File: config.mk
export PLATFORM = sky130hd
export DESIGN_NAME = instr_encode_loader
export DESIGN_NICKNAME = d
export VERILOG_FILES = /design/src/rtl/instr_encode_loader_pkg.sv /design/src/rtl/instr_encode_loader_pack.sv /design/src/rtl/instr_encode_loader.sv
export SDC_FILE = /design/constraint.sdc
export NUM_CORES = 1
export LEC_CHECK = 0
export BUFFER_PORTS_ARGS = -buffer_cell sky130_fd_sc_hd__buf_2
export CAP_MARGIN = 20
export CORE_MARGIN = 3
export CORE_UTILIZATION = 55
export CTS_BUF_LIST = sky130_fd_sc_hd__clkbuf_4 sky130_fd_sc_hd__clkbuf_8 sky130_fd_sc_hd__clkbuf_16
export DETAILED_ROUTE_END_ITERATION = 7
export PLACE_DENSITY_LB_ADDON = 0.2
export SLEW_MARGIN = 20
export SYNTH_ARGS = -nofsm -noshare
export SYNTH_HDL_FRONTEND = slang
export SYNTH_HIERARCHICAL = 1
export SYNTH_SLANG_ARGS = --single-unit
File: constraint.sdc
create_clock -name clk -period 5 [get_ports clk]
set_clock_uncertainty 0.05 [all_clocks]
set_input_delay 0.25 -clock clk [delete_from_list [all_inputs] [get_ports clk]]
set_output_delay 0.25 -clock clk [all_outputs]
set_load 0.02 [all_outputs]
File: src/rtl/instr_encode_loader_pkg.sv
// Shared opcodes, class codes, funct3 values and immediate bounds
// for the IMEM program loader.
package instr_encode_loader_pkg;

  localparam logic [6:0] OPC_RTYPE  = 7'b0110011;
  localparam logic [6:0] OPC_ITYPE  = 7'b0010011;
  localparam logic [6:0] OPC_LW     = 7'b0000011;
  localparam logic [6:0] OPC_SW     = 7'b0100011;
  localparam logic [6:0] OPC_BRANCH = 7'b1100011;
  localparam logic [6:0] OPC_JAL    = 7'b1101111;

  typedef enum logic [2:0] {
    OPC_CLS_R    = 3'd0,
    OPC_CLS_ADDI = 3'd1,
    OPC_CLS_LW   = 3'd2,
    OPC_CLS_SW   = 3'd3,
    OPC_CLS_BEQ  = 3'd4,
    OPC_CLS_BNE  = 3'd5,
    OPC_CLS_JAL  = 3'd6
  } opc_cls_e;

  localparam logic [2:0] FUNCT3_ADDI = 3'b000;
  localparam logic [2:0] FUNCT3_LW   = 3'b010;
  localparam logic [2:0] FUNCT3_SW   = 3'b010;
  localparam logic [2:0] FUNCT3_BEQ  = 3'b000;
  localparam logic [2:0] FUNCT3_BNE  = 3'b001;

  localparam int IMM12_MIN = -2048;
  localparam int IMM12_MAX = 2047;
  localparam int IMM13_MIN = -4096;
  localparam int IMM13_MAX = 4094;
  localparam int IMM21_MIN = -1048576;
  localparam int IMM21_MAX = 1048574;

  localparam logic [1:0] ERR_NONE  = 2'b00;
  localparam logic [1:0] ERR_RANGE = 2'b01;
  localparam logic [1:0] ERR_ALIGN = 2'b10;
  localparam logic [1:0] ERR_OP    = 2'b11;

  function automatic logic in_rng(
    logic [31:0] v,
    int          lo,
    int          hi
  );
    return ($signed(v) >= lo) &&
           ($signed(v) <= hi);
  endfunction

endpackage

File: src/rtl/instr_encode_loader_pack.sv
// Combinational descriptor packer: range/alignment checks plus
// RV32I field placement for the supported instruction subset.
module instr_pack
  import instr_encode_loader_pkg::*;
(
  input  logic [2:0]  op_i,
  input  logic [4:0]  rd_i,
  input  logic [4:0]  rs1_i,
  input  logic [4:0]  rs2_i,
  input  logic [2:0]  funct3_i,
  input  logic        funct7b5_i,
  input  logic [31:0] imm_i,
  output logic [31:0] word_o,
  output logic        err_valid_o,
  output logic [1:0]  err_code_o
);

  logic [6:0] f7;
  logic       ok12;
  logic       ok13;
  logic       ok21;

  assign f7   = {1'b0, funct7b5_i, 5'b0};
  assign ok12 = in_rng(imm_i, IMM12_MIN, IMM12_MAX);
  assign ok13 = in_rng(imm_i, IMM13_MIN, IMM13_MAX);
  assign ok21 = in_rng(imm_i, IMM21_MIN, IMM21_MAX);

  always_comb begin
    word_o      = '0;
    err_code_o  = ERR_NONE;
    unique case (op_i)
      OPC_CLS_R: begin
        word_o = {f7, rs2_i, rs1_i, funct3_i,
                  rd_i, OPC_RTYPE};
      end
      OPC_CLS_ADDI: begin
        if (!ok12) err_code_o = ERR_RANGE;
        word_o = {imm_i[11:0], rs1_i, FUNCT3_ADDI,
                  rd_i, OPC_ITYPE};
      end
      OPC_CLS_LW: begin
        if (!ok12) err_code_o = ERR_RANGE;
        word_o = {imm_i[11:0], rs1_i, FUNCT3_LW,
                  rd_i, OPC_LW};
      end
      OPC_CLS_SW: begin
        if (!ok12) err_code_o = ERR_RANGE;
        word_o = {imm_i[11:5], rs2_i, rs1_i, FUNCT3_SW,
                  imm_i[4:0], OPC_SW};
      end
      OPC_CLS_BEQ, OPC_CLS_BNE: begin
        // alignment is checked last so it wins over range
        if (!ok13)    err_code_o = ERR_RANGE;
        if (imm_i[0]) err_code_o = ERR_ALIGN;
        word_o = {imm_i[12], imm_i[10:5], rs2_i, rs1_i,
                  (op_i == OPC_CLS_BNE) ? FUNCT3_BNE
                                        : FUNCT3_BEQ,
                  imm_i[4:1], imm_i[11], OPC_BRANCH};
      end
      OPC_CLS_JAL: begin
        if (!ok21)    err_code_o = ERR_RANGE;
        if (imm_i[0]) err_code_o = ERR_ALIGN;
        word_o = {imm_i[20], imm_i[10:1], imm_i[11],
                  imm_i[19:12], rd_i, OPC_JAL};
      end
      default: err_code_o = ERR_OP;
    endcase
  end

  assign err_valid_o = (err_code_o != ERR_NONE);

endmodule

File: src/rtl/instr_encode_loader.sv
// Descriptor handshake, IMEM write stage, pointer, count, full and
// sticky error state around the combinational packer.
module instr_encode_loader
  import instr_encode_loader_pkg::*;
#(
  parameter int DEPTH = 256,
  parameter int AW    = 8,
  parameter int BASE  = 0
) (
  input  logic          clk,
  input  logic          rst_n,
  input  logic          clear,
  input  logic          in_valid,
  output logic          in_ready,
  input  logic [2:0]    in_op,
  input  logic [4:0]    in_rd,
  input  logic [4:0]    in_rs1,
  input  logic [4:0]    in_rs2,
  input  logic [2:0]    in_funct3,
  input  logic          in_funct7b5,
  input  logic [31:0]   in_imm,
  output logic          imem_we,
  output logic [AW-1:0] imem_addr,
  output logic [31:0]   imem_wdata,
  output logic [AW:0]   count,
  output logic          full,
  output logic          err,
  output logic [1:0]    err_code
);

  localparam logic [AW-1:0] BASE_C  = AW'(BASE);
  localparam logic [AW:0]   DEPTH_C = (AW+1)'(DEPTH);

  logic [31:0]   word;
  logic          perr;
  logic [1:0]    pcode;
  logic          accept;
  logic [AW:0]   cnt_inc;

  logic          we_q, we_d;
  logic [AW-1:0] addr_q, addr_d;
  logic [31:0]   wdata_q, wdata_d;
  logic [AW-1:0] ptr_q, ptr_d;
  logic [AW:0]   cnt_q, cnt_d;
  logic          full_q, full_d;
  logic          err_q, err_d;
  logic [1:0]    code_q, code_d;

  instr_pack u_pack (
    .op_i        (in_op),
    .rd_i        (in_rd),
    .rs1_i       (in_rs1),
    .rs2_i       (in_rs2),
    .funct3_i    (in_funct3),
    .funct7b5_i  (in_funct7b5),
    .imm_i       (in_imm),
    .word_o      (word),
    .err_valid_o (perr),
    .err_code_o  (pcode)
  );

  assign in_ready = !full_q && !clear;
  assign accept   = in_valid && in_ready;
  assign cnt_inc  = cnt_q + 1'b1;

  always_comb begin
    we_d    = 1'b0;
    addr_d  = addr_q;
    wdata_d = wdata_q;
    ptr_d   = ptr_q;
    cnt_d   = cnt_q;
    full_d  = full_q;
    err_d   = err_q;
    code_d  = code_q;
    if (clear) begin
      ptr_d  = BASE_C;
      cnt_d  = '0;
      full_d = 1'b0;
      err_d  = 1'b0;
      code_d = ERR_NONE;
    end else if (accept) begin
      if (perr) begin
        err_d = 1'b1;
        if (!err_q) code_d = pcode;
      end else begin
        we_d    = 1'b1;
        addr_d  = ptr_q;
        wdata_d = word;
        ptr_d   = ptr_q + 1'b1;
        cnt_d   = cnt_inc;
        full_d  = (cnt_inc == DEPTH_C);
      end
    end
  end

  always_ff @(posedge clk or negedge rst_n) begin
    if (!rst_n) begin
      we_q    <= 1'b0;
      addr_q  <= BASE_C;
      wdata_q <= '0;
      ptr_q   <= BASE_C;
      cnt_q   <= '0;
      full_q  <= 1'b0;
      err_q   <= 1'b0;
      code_q  <= ERR_NONE;
    end else begin
      we_q    <= we_d;
      addr_q  <= addr_d;
      wdata_q <= wdata_d;
      ptr_q   <= ptr_d;
      cnt_q   <= cnt_d;
      full_q  <= full_d;
      err_q   <= err_d;
      code_q  <= code_d;
    end
  end

  assign imem_we    = we_q;
  assign imem_addr  = addr_q;
  assign imem_wdata = wdata_q;
  assign count      = cnt_q;
  assign full       = full_q;
  assign err        = err_q;
  assign err_code   = code_q;

endmodule

After elaboration in Yosys (flattened, before gate mapping)
Cells that the tools add are included.
W data, S select, Z words.
{"block": "word_totals", "register_bits": 62, "latchBits": 0, "ramBits": 0, "rom_bits": 0, "inputBits": 58, "output_inout_bits": 55, "memories": 0}
{"block": "classes", "n_addsub": 2, "n_mul": 0, "n_div": 0, "n_lt_le_gt_ge": 6, "eq_ne": 9, "shift": 0, "n_mux": 27, "n_bitwise": 2, "reduce_logical": 17}
{"cell": "$pmux W32 S6", "count": 1}
{"cell": "$ge A32 B12 Y1 const B", "count": 1}
{"cell": "$ge A32 B13 Y1 const B", "count": 1}
{"cell": "$ge A32 B21 Y1 const B", "count": 1}
{"cell": "$le A32 B12 Y1 const B", "count": 1}
{"cell": "$le A32 B13 Y1 const B", "count": 1}
{"cell": "$le A32 B21 Y1 const B", "count": 1}
{"cell": "$mux W9", "count": 3}
{"cell": "$mux W8", "count": 3}
{"cell": "$mux W1", "count": 13}
{"cell": "$mux W2", "count": 6}
{"cell": "$add A9 B1 Y9 const B", "count": 1}
{"cell": "$eq A3 B3 Y1 const B", "count": 3}
{"cell": "$eq A9 B9 Y1 const B", "count": 1}
{"cell": "$add A8 B1 Y8 const B", "count": 1}
{"cell": "$pmux W2 S4", "count": 1}
{"cell": "$eq A3 B2 Y1 const B", "count": 2}
{"cell": "$reduce_and A3 Y1", "count": 2}
{"cell": "$reduce_bool A2 Y1", "count": 3}
{"cell": "$logic_and A1 B1 Y1", "count": 5}
{"cell": "$ne A2 B2 Y1 const B", "count": 2}
{"cell": "$reduce_and A2 Y1", "count": 2}
{"cell": "$eq A3 B1 Y1 const B", "count": 1}
{"cell": "$logic_not A3 Y1", "count": 1}
{"cell": "4 further kinds", "count": 6}

Depth between registers and ports, before layout
Gate-level depths: netlist of the first run.
{"block": "depth", "depth_word": 9, "depth_mapped": 10}

By module
The synthesis of the first run kept the hierarchy.
{"mod": "instr_encode_loader", "n_inst": 1, "cells_each": 188, "area_each_um2": 2533.7, "seq_area_each_um2": 1551.5}
{"mod": "instr_pack", "n_inst": 1, "cells_each": 146, "area_each_um2": 835.8, "seq_area_each_um2": 0.0}

Least setup slack after synthesis of the first run
No wires, ideal clock.
{"block": "synth_timing", "kind": "input-to-reg", "start": "in in_imm[16]", "end": "reg cnt_q[7], in the netlist count[7]", "setup_ns": 0.132, "arrival_ns": 2.430, "t_required_ns": 4.818, "slack_ns": 2.388, "stages": 9, "n_path_buf": 0, "cell_sequence": "or4_1 -> nor2_1 -> a32oi_1 -> a32oi_1 -> nand4_1 -> or3b_1 -> nor4_1 -> xnor2_1 -> nor2_1"}
{"block": "synth_between", "elab_chain_cells": 8, "elab_cells_between_ends": 18, "cone_classes": "6 x order compare; 1 x eq/ne; 6 x mux; 5 x reduce/logical"}
{"item": "start, declared", "line": "instr_encode_loader.sv:21", "rtl": "input logic [31:0] in_imm,"}
{"item": "$ge A32 B21 Y1, or another cell as far along", "line": "instr_encode_loader_pkg.sv:45", "rtl": "return ($signed(v) >= lo) &&"}
{"item": "$logic_and A1 B1 Y1", "line": "instr_encode_loader_pkg.sv:45"}
{"item": "$mux W1, on equally long branches", "line": "instr_encode_loader_pack.sv:61, instr_encode_loader_pack.sv:53"}
{"item": "$mux W2, on equally long branches", "line": "instr_encode_loader_pack.sv:62, instr_encode_loader_pack.sv:54"}
{"item": "$pmux W2 S4 *", "line": "instr_encode_loader_pack.sv:31", "rtl": "unique case (op_i)"}
{"item": "$reduce_bool A2 Y1 *", "line": "instr_encode_loader_pack.sv:70", "rtl": "assign err_valid_o = (err_code_o != ERR_NONE);"}
{"item": "net perr", "line": "instr_encode_loader.sv:35", "rtl": "logic perr;"}
{"item": "$ne A2 B2 Y1 (no source line) *"}
{"item": "$reduce_and A2 Y1 (no source line) *"}
{"item": "end signal, assigned", "line": "instr_encode_loader.sv:111", "rtl": "cnt_q <= cnt_d;"}
{"item": "end, declared", "line": "instr_encode_loader.sv:44", "rtl": "logic [AW:0] cnt_q, cnt_d;"}
Mark *: on every way through the listed nets, which the timed path passes. The rest lies on a longest branch.
A chain may end at the register's enable or synchronous reset.

Worst setup path after layout of the first run
{"block": "layout_timing", "start": "in in_imm[16]", "end": "reg cnt_q[8], in the netlist count[8]"}
The elaborated chain is that of the path after synthesis.

==> results of run 1 <==
-- cell type report --
cell class	instances	area share
multi-input cells	247	0.4081
repair buffers	115	0.1394
flip-flops and latches	62	0.3710
clock buffers	9	0.02962
clock inverters	7	0.02484
inverters	6	0.005386
well taps	72	0.02154
-- power groups by stage --
stage / Clock (µW) / Combinational [µW] / Sequential [µW]
2_1_floorplan: 0 / 132 / 720
3_3_place_gp: 0 / 365 / 626
3_5_place_dp: 0 / 375 / 629
4_1_cts: 518 / 376 / 620
5_1_grt: 541 / 403 / 630
6_report: 507 / 372 / 620
-- sequential cells by signal (all words and copies together) (netlist names) --
register	flops
imem_addr	8
err	1
err_code	2
full	1
imem_wdata	32
imem_we	1
count	9
ptr_q	8
-- path summary, 6_finish.rpt --
kind,from,to,slack (ns),cells after the start
worst max-delay path,in_imm[16],count[8]$_DFFE_PN0P_,2.24,10
worst min-delay path,rst_n,imem_wdata[16]$_DFFE_PN0P_,0.02,2
worst max register to register,full$_DFFE_PN0P_,ptr_q[7]$_DFFE_PN0P_,3.14,5
worst min register to register,imem_wdata[18]$_DFFE_PN0P_,imem_wdata[18]$_DFFE_PN0P_,0.45,1
max in group asynchronous,rst_n,ptr_q[6]$_DFFE_PN0P_,4.38,2
min in group clk,in_valid,err$_DFFE_PN0P_,0.18,3
-- stage by stage --
step                  util  instances
finish              0.7324        518
CTS                 0.7324        518
global placement    0.6925        502
floorplan                -        334
global route        0.7324        518
detailed placement  0.6925        502
-- cell usage after synthesis, drive strengths merged (2+ instances only) --
library cell / count / area share
mux2: 40 / 0.13
mux2i: 11 / 0.033
xnor2: 7 / 0.018
o21ai: 11 / 0.016
inv: 6 / 0.0067
nand4: 13 / 0.024
and2: 6 / 0.011
dfrtp: 62 / 0.46
or4: 3 / 0.0067
xor2: 6 / 0.016
nand2: 32 / 0.036
nor3: 5 / 0.0089
a22oi: 2 / 0.0045
a211oi: 5 / 0.011
o31ai: 2 / 0.0045
nand3: 6 / 0.0089
ha: 2 / 0.0074
clkbuf: 8 / 0.0089
nand2b: 7 / 0.013
o22ai: 2 / 0.0037
nor2b: 12 / 0.022
nor4: 7 / 0.013
buf: 11 / 0.017
a32oi: 2 / 0.0052
a21oi: 15 / 0.022
o221ai: 5 / 0.013
a221oi: 2 / 0.0052
nor2: 32 / 0.036
-- routing by layer --
layer,up-vias,GRT usage,wire length (µm)
met1,1438,0.3163,3566
met2,97,0.3945,4026
li1,1417,-,-
met3,12,0.06183,599
met4,0,0.08041,125
met5,-,0,0
-- cells by family (layout without fill, tap and decap cells) --
group                    Yosys count  after routing
AO/OA/AOI/OAI                     49             49
XOR/XNOR                          13             13
adder cells (fa/ha/maj)            2              2
buffers and inverters             25            137
flip-flops                        62             62
multiplexers                      51             51
AND/OR/NAND/NOR                  132            132
==> impl_metrics.json, run 1 <==
{
  "status": "finished clean",
  "dr.pass1.iters": 5,
  "place_hpwl_um": 5935,
  "layout_common_cells": "112 x buf_2, 62 x dfrtp_1, 40 x mux2_2",
  "maxSlewHeadroom": 0.4907,
  "cp.required_ns": 5.17,
  "dpl_worst_slack_ns": 1.904,
  "critical_path.cell_chain": "buf_2 -> or4_1 -> nor2_1 -> a32oi_1 -> a32oi_1 -> nand4_1 -> or3b_1 -> nor4_1 -> xnor2_1 -> nor2_1",
  "drive_above_1_share": 0.3901,
  "async_reset_ff_frac": 1.000,
  "synth_cells": 334,
  "synth-simple-area-share": 0.2053,
  "die_h_um": 84.27,
  "max_freq_ghz": 0.3629,
  "cts_sinks": 62,
  "crit_fanout": 5,
  "yosys_warnings": 6,
  "synth_nets": 394,
  "synth_top_family_by_area": "simple AND/OR/NAND/NOR gates",
  "detailroute.via_count": 2964,
  "place.port_buffers": 112,
  "fp.dieArea_um2": 7101,
  "synth_compound_area_frac": 0.09358,
  "final_common_cell": "buf_2",
  "total_power_uw": 1499,
  "cpPeakStageDelay_ns": 0.52,
  "n_antenna_cell": 0,
  "cts.clk_slew.worst_paths_ns": 0.08,
  "io_pins": 113,
  "ys.flop_type": "dfrtp_1",
  "viasPerCell": 5.722,
  "timing.setup.tns_ns": 0,
  "cts-htree-levels": 3,
  "overflow": 0,
  "initialDrtViolationCount": 194,
  "switching_power_uw": 480.2,
  "syn_to_final_growth_pct": 24.10,
  "cts-hold-fix-buffers": 0,
  "insertion_delay_ns": 0.34,
  "maxCapViolCount": 0,
  "p_int_uw": 1019,
  "hold_class": "input port to async pin",
  "multiInputGateArea_um2": 1707,
  "worstSetupPathType": "input port to flop",
  "antenna_found_initial": 0,
  "worst_slew_pin_slew_ns": 0.7639,
  "cts_resized": 0,
  "clk_path_buf_depth": 2,
  "peakVddDrop_mv": 0.2706,
  "critPathBufInv": 1,
  "syn_area_um2": 3369,
  "final_area_um2": 4182,
  "gp_congestion": 0.8801,
  "nets": 501,
  "cts_tree": "yes",
  "start_util": 0.5902,
  "synth-edff-count": 0,
  "hold_slack_ns": 0.01825,
  "seq_area_um2": 1551,
  "report.final.hold_viol_count": 0,
  "root_buffer": "clkbuf_8",
  "synth.area.mux_share": 0.1664,
  "dpl_cell_area_um2": 3954,
  "finalMaxSlewViolations": 0,
  "grt_pass1_wl_um": 13900,
  "synthXorXnorAreaFrac": 0.03379,
  "num_rows": 27,
  "clockPowerShare": 0.338,
  "fin_crit_sh": 0.5511,
  "grt_pass1_vias": 2910,
  "antenna_left": 0,
  "cp.arrival_ns": 2.92,
  "drc_errors": 0,
  "synth.avg_cell_area_um2": 10.09,
  "sw_frac_of_total": 0.3204,
  "die_w_um": 84.27,
  "setup-violations-final": 0,
  "synth_fa_ha_area_frac": 0.007427,
  "fin_ws_ns": 2.245,
  "grt_util_all_layers": 0.2423,
  "cp_slowest_cell": "or3b_1",
  "post-route-min-period_ns": 2.755,
  "postCtsSetupBuffers": 0,
  "synth.distinct_cells": 44,
  "start_kind": "input port",
  "ys_seq_elements": 62,
  "wl_per_cell_um": 16.06,
  "cts_made_buffers": 9,
  "synth_seq_area_share": 0.4605,
  "rsz0062_at_grt": "no",
  "crit_path_end_kind": "flop",
  "p_comb_frac": 0.248,
  "wl_um": 8318,
  "grt_max_degree": 63,
  "p_leak_uw": 0.002016,
  "nFillCells": 458,
  "core_um2": 5709,
  "pwr-share-seq": 0.414,
  "cp_top_family": "simple AND/OR/NAND/NOR gates",
  "pwr_density_cell_nw_per_um2": 358.5
}
Note: power is estimated with default switching activity, not from simulation.
==> run 2, diff against run 1 <==
Settings changed: ABC_AREA from default to 1, CORE_UTILIZATION 55 to 51.
Clock period 5 ns to 2.88 ns, I/O delays scaled along.
==> run 2 against run 1 <==
Against the previous run: first-iteration DRC count shrank 1.5%; via count grew 24%; combinational power grew 63%; clock-buffer cell count is the same; critical path depth grew 3; critical path type unchanged; largest power group unchanged; highest routed layer unchanged; synthesized cell count grew 51%; flip-flop and latch count is the same.
==> impl_metrics.json, run 2 <==
{
  "layout_common_cells": "217 x nand2_1, 112 x buf_2, 62 x dfrtp_1",
  "final_common_cell": "nand2_1",
  "ys.flop_type": "dfrtp_1",
  "hold_depth": 2,
  "syn_area_um2": 3535,
  "report.final.hold_viol_count": 0,
  "crit_fanout": 32,
  "cts_made_buffers": 9,
  "num_rows": 29,
  "fp.dieArea_um2": 7966,
  "maxSlewHeadroom": 0.6318,
  "antenna_found_initial": 0,
  "antenna_left": 0,
  "synth.area.mux_share": 0,
  "die_h_um": 89.25,
  "synthXorXnorAreaFrac": 0.004956,
  "wl_per_cell_um": 13.71,
  "hold_class": "input port to flop",
  "root_buffer": "clkbuf_8",
  "worst_slew_pin_slew_ns": 0.5503,
  "syn_to_final_growth_pct": 23.50,
  "synth_seq_area_share": 0.4389,
  "synth_nets": 565,
  "synth_fa_ha_area_frac": 0.007080,
  "crit_path_end_kind": "flop",
  "start_util": 0.5412,
  "dp_cells": 686,
  "synth_compound_area_frac": 0.09204,
  "grt_max_degree": 33,
  "synth.most_common_cell": "nand2_1",
  "grt_util_all_layers": 0.2521,
  "fin_crit_sh": 0.7441,
  "largest_register_ffs": 32,
  "async_reset_ff_frac": 1.000,
  "maxCapViolCount": 0,
  "start_kind": "input port",
  "ys_top_cells_by_area": "dfrtp_1 44%, nand2_1 23%, nor2_1 6.2%",
  "die_w_um": 89.25,
  "cp.required_ns": 3.11,
  "synth-simple-area-share": 0.3727,
  "wl_um": 9638,
  "cp.arrival_ns": 2.37,
  "viasPerCell": 5.211,
  "p_leak_uw": 0.002481,
  "core_um2": 6531,
  "place_hpwl_um": 7407,
  "cts.clk_slew.worst_paths_ns": 0.08,
  "drc_errors": 0,
  "synth_top_family_by_area": "simple AND/OR/NAND/NOR gates",
  "initialDrtViolationCount": 191,
  "timing.setup.tns_ns": 0,
  "yosys_warnings": 6,
  "synth-edff-count": 0,
  "gp_congestion": 0.9213,
  "overflow": 0,
  "grt_pass1_wl_um": 15590,
  "grt_pass1_vias": 3403,
  "synth_largest_area_cell": "dfrtp_1",
  "nets": 681,
  "n_antenna_cell": 0,
  "seq_area_um2": 1551,
  "nFillCells": 599,
  "max_freq_ghz": 0.4666,
  "peakVddDrop_mv": 0.3625,
  "status": "finished clean",
  "insertion_delay_ns": 0.34,
  "synth.distinct_cells": 31,
  "cts-htree-levels": 3,
  "io_pins": 113,
  "cts_sinks": 62,
  "fin_ws_ns": 0.7370,
  "hold_slack_ns": 0.03011,
  "worstSetupPathType": "input port to flop",
  "multiInputGateArea_um2": 1685,
  "synth_cells": 505,
  "yosysTopAreaCellShare": 0.4389,
  "place.port_buffers": 112,
  "detailroute.via_count": 3663,
  "reg2reg_depth": 7,
  "synth.avg_cell_area_um2": 6.999,
  "ys_seq_elements": 62,
  "finalNonFillerCells": 703,
  "final_core_utilization": 0.6684,
  "dr.pass1.iters": 4,
  "cts_tree": "yes",
  "dpl_worst_slack_ns": 0.4381,
  "rsz0062_at_grt": "no",
  "setup-violations-final": 0,
  "post-route-min-period_ns": 2.143,
  "drive_above_1_share": 0.2412,
  "clk_path_buf_depth": 2,
  "synth_common_cells": "217 x nand2_1, 62 x dfrtp_1, 58 x nor2_1",
  "pwr_density_cell_nw_per_um2": 579.9,
  "finalMaxSlewViolations": 0,
  "cts_resized": 0
}
==> run 2: power breakdown <==
part	internal, µW	switching (µW)	total [µW]
sequential	993	73.1	1070
clock	490	368	857
combinational	198	410	608
total	1680	851	2530
==> run 2: through the flow <==
stage | total power [µW] | area (µm²)
3_3_place_gp | 1677 | 4134
4_1_cts | 2540 | 4365
2_1_floorplan | 1434 | 3535
5_1_grt | 2672 | 4365
3_5_place_dp | 1691 | 4134
6_report | 2532 | 4365
==> run 2: routing by layer <==
layer,global-route usage,vias to the layer above,wire length (µm)
met2,0.4086,147,4588
met3,0.06452,12,631
li1,-,1809,-
met4,0.06495,0,108
met1,0.3386,1695,4309
met5,0,-,0
==> run 2: cell type report <==
| type | count | share of cell area |
|---|---|---|
| multi-input combinational | 376 | 0.3861 |
| sequential | 62 | 0.3554 |
| clock buffer | 9 | 0.02837 |
| clock inverter | 7 | 0.02236 |
| tap | 77 | 0.02207 |
| inverter | 54 | 0.04643 |
| timing repair buffer | 118 | 0.1393 |
==> run 2: logic make-up after synthesis <==
kind of cell    count (synthesis)
buf+inv                        67
xor+xnor                        2
flops                          62
compound gates                 52
fa+ha+maj                       2
simple gates                  320
==> run 2: repair_timing <==
| item | 4_1_cts | 5_1_grt |
|---|---|---|
| endpoints found under the hold margin | 13 | 0 |
| endpoints found under the setup margin | 0 | 0 |
| buffers inserted | 0 | 0 |
| hold buffers | 1 | 0 |
==> run 2: final timing paths <==
kind | from | endpoint | slack (ns)
min reg2reg | imem_wdata[18]$_DFFE_PN0P_ | imem_wdata[18]$_DFFE_PN0P_ | 0.42
max reg2reg | full$_DFFE_PN0P_ | count[2]$_DFFE_PN0P_ | 1.24
max in group asynchronous | rst_n | err$_DFFE_PN0P_ | 1.93
max | in_op[2] | imem_wdata[16]$_DFFE_PN0P_ | 0.74
min | clear | ptr_q[3]$_DFFE_PN0P_ | 0.03
min in group asynchronous | rst_n | imem_addr[2]$_DFFE_PN0P_ | 0.17
==> run 2: critical path, cell delays in order <==
cell and delay (ns):
buf_2 0.16, inv_1 0.14, nor2_4 0.06, nor2_1 0.35, nand2_2 0.16, nand2_1 0.12
a21oi_2 0.05, nand4_1 0.23, nor2_8 0.06, inv_2 0.40, buf_4 0.34, nand2_1 0.08
nand2_1 0.07
==> run 3, diff against run 2 <==
Settings changed: ABC_AREA 1 to 0.
Clock period 2.88 ns to 2.05 ns, I/O delays scaled along.
==> run 3 against run 2 <==
Against the previous run: the flow now finishes with violations (setup timing); clock power rose by 46%; via count decreased by 4.6%; critical endpoint is now ptr_q[6]$_DFFE_PN0P_; core utilization is 16 points higher; highest routed layer unchanged; first-iteration DRC count rose by 80%; largest power group unchanged.
==> impl_metrics.json, run 3 (synthesized netlist as in run 1, its figures left out) <==
{
  "status": "finished with violations",
  "failed_checks": "setup timing",
  "grt_max_degree": 63,
  "final_common_cell": "buf_2",
  "peakVddDrop_mv": 0.6571,
  "hold_class": "input port to flop",
  "rsz0062_at_grt": "yes",
  "fin_ws_ns": -0.3061,
  "syn_to_final_growth_pct": 51.39,
  "cts_sinks": 62,
  "place_hpwl_um": 6801,
  "n_antenna_cell": 0,
  "place.port_buffers": 112,
  "nFillCells": 346,
  "worst_slew_pin_slew_ns": 0.5022,
  "final_core_utilization": 0.8273,
  "clockPowerShare": 0.318,
  "largest_register_ffs": 32,
  "cts_tree": "yes",
  "overflow": 0,
  "total_power_uw": 3932,
  "maxSlewHeadroom": 0.6640,
  "p_comb_frac": 0.294,
  "start_kind": "input port",
  "nets": 568,
  "grt_pass1_vias": 3369,
  "pwr_density_cell_nw_per_um2": 770.8,
  "sw_frac_of_total": 0.3160,
  "wl_um": 11580,
  "die_w_um": 87.28,
  "antenna_left": 0,
  "cts_made_buffers": 9,
  "cts-htree-levels": 3,
  "seq_area_um2": 1551,
  "gp_congestion": 0.8767,
  "cp.required_ns": 2.27,
  "finalMaxSlewViolations": 0,
  "crit_path_end_kind": "flop",
  "layout_common_cells": "105 x buf_2, 62 x dfrtp_1, 53 x buf_4",
  "max_freq_ghz": 0.4244,
  "post-route-min-period_ns": 2.356,
  "grt_pass1_wl_um": 16340,
  "wl_per_cell_um": 19.70,
  "drc_errors": 0,
  "p_int_uw": 2690,
  "insertion_delay_ns": 0.35,
  "pwr-share-seq": 0.388,
  "core_um2": 6166,
  "report.final.hold_viol_count": 0,
  "io_pins": 113,
  "antenna_found_initial": 0,
  "detailroute.via_count": 3493,
  "root_buffer": "clkbuf_8",
  "p_leak_uw": 0.002532,
  "clk_path_buf_depth": 2,
  "maxCapViolCount": 0,
  "worstSetupPathType": "input port to flop",
  "switching_power_uw": 1242,
  "cp.arrival_ns": 2.57,
  "start_util": 0.5465,
  "viasPerCell": 5.940,
  "timing.setup.tns_ns": -11.60,
  "fin_crit_sh": 1.149,
  "die_h_um": 87.28,
  "num_rows": 28,
  "fp.dieArea_um2": 7618,
  "cts.clk_slew.worst_paths_ns": 0.08,
  "initialDrtViolationCount": 343,
  "dpl_worst_slack_ns": -0.7538,
  "dr.pass1.iters": 5,
  "drive_above_1_share": 0.5127,
  "grt_util_all_layers": 0.2803,
  "crit_fanout": 7,
  "multiInputGateArea_um2": 1958,
  "setup-violations-final": 59
}
## run 3: cell count changes in the layout (fill, tap and decap cells not counted), sizes merged, moves of 7 or more
cell and change:
o21ai -23, nand3 -19, mux2 +40, buf +63
mux2i +11, nand2b +7, nor2 -31, nor2b +12
nand2 -188, a21oi +10, nor4 +7, inv -49
## run 3: worst paths after layout
path	start	endpoint	slack, ns	cells past startpoint
setup / recovery	in_imm[15]	ptr_q[6]$_DFFE_PN0P_	-0.31	12
hold / removal	in_rs1[1]	imem_wdata[16]$_DFFE_PN0P_	0.03	4
setup reg to reg	full$_DFFE_PN0P_	ptr_q[6]$_DFFE_PN0P_	0.29	6
hold reg to reg	imem_wdata[3]$_DFFE_PN0P_	imem_wdata[3]$_DFFE_PN0P_	0.46	1
max in group asynchronous	rst_n	ptr_q[1]$_DFFE_PN0P_	1.43	3
min in group asynchronous	rst_n	imem_wdata[16]$_DFFE_PN0P_	0.22	3
## run 3: layer usage
layer / wire length [µm] / vias up / track usage
li1: - / 1559 / -
met1: 4468 / 1685 / 0.3453
met2: 5779 / 202 / 0.4822
met3: 899 / 47 / 0.04163
met4: 435 / 0 / 0.1283
met5: 0 / - / 0
## run 3: cell type report
class / count / area share
inverter: 6 / 0.004415
timing repair buffer: 182 / 0.2445
clock inverter: 5 / 0.01619
sequential: 62 / 0.3041
tap: 75 / 0.01840
multi-input combinational: 247 / 0.3839
clock buffer: 11 / 0.02845
## run 3: power by group through the flow
| stage | combinational, µW | clock, µW | sequential (µW) |
|---|---|---|---|
| floorplan | 324 | 0 | 1760 |
| global placement | 960 | 0 | 1530 |
| detailed placement | 987 | 0 | 1540 |
| CTS | 1080 | 1240 | 1520 |
| global route | 1230 | 1300 | 1540 |
| finish | 1160 | 1250 | 1520 |
## run 3: worst max-delay path: stages
cell and delay (ns):
buf_6 0.09, or4_4 0.53, nor2_4 0.15, a32oi_2 0.13
a32oi_2 0.25, nand4_1 0.19, nor4b_4 0.26, buf_6 0.17
buf_6 0.10, nand4_1 0.19, nor2_2 0.18, mux2i_1 0.20
## run 3: per-stage QoR
step	area, µm²	hold WS [ns]	std cells
after global routing	5101	0.05793	588
after CTS	4921	0.02746	589
after detailed placement	4313	0.08591	548
after floorplan	3392	-0.2431	334
final	5101	0.03477	588
after global placement	4313	0.08842	548
## run 3: what timing repair did
action / 4_1_cts / 5_1_grt
resized for setup: 38 / 45
pin swaps: 20 / 17
endpoints found under the hold margin: 62 / 0
buffers inserted: 22 / 6
cloned: 3 / 1
hold buffers: 1 / 0
setup endpoints to repair: 57 / 61
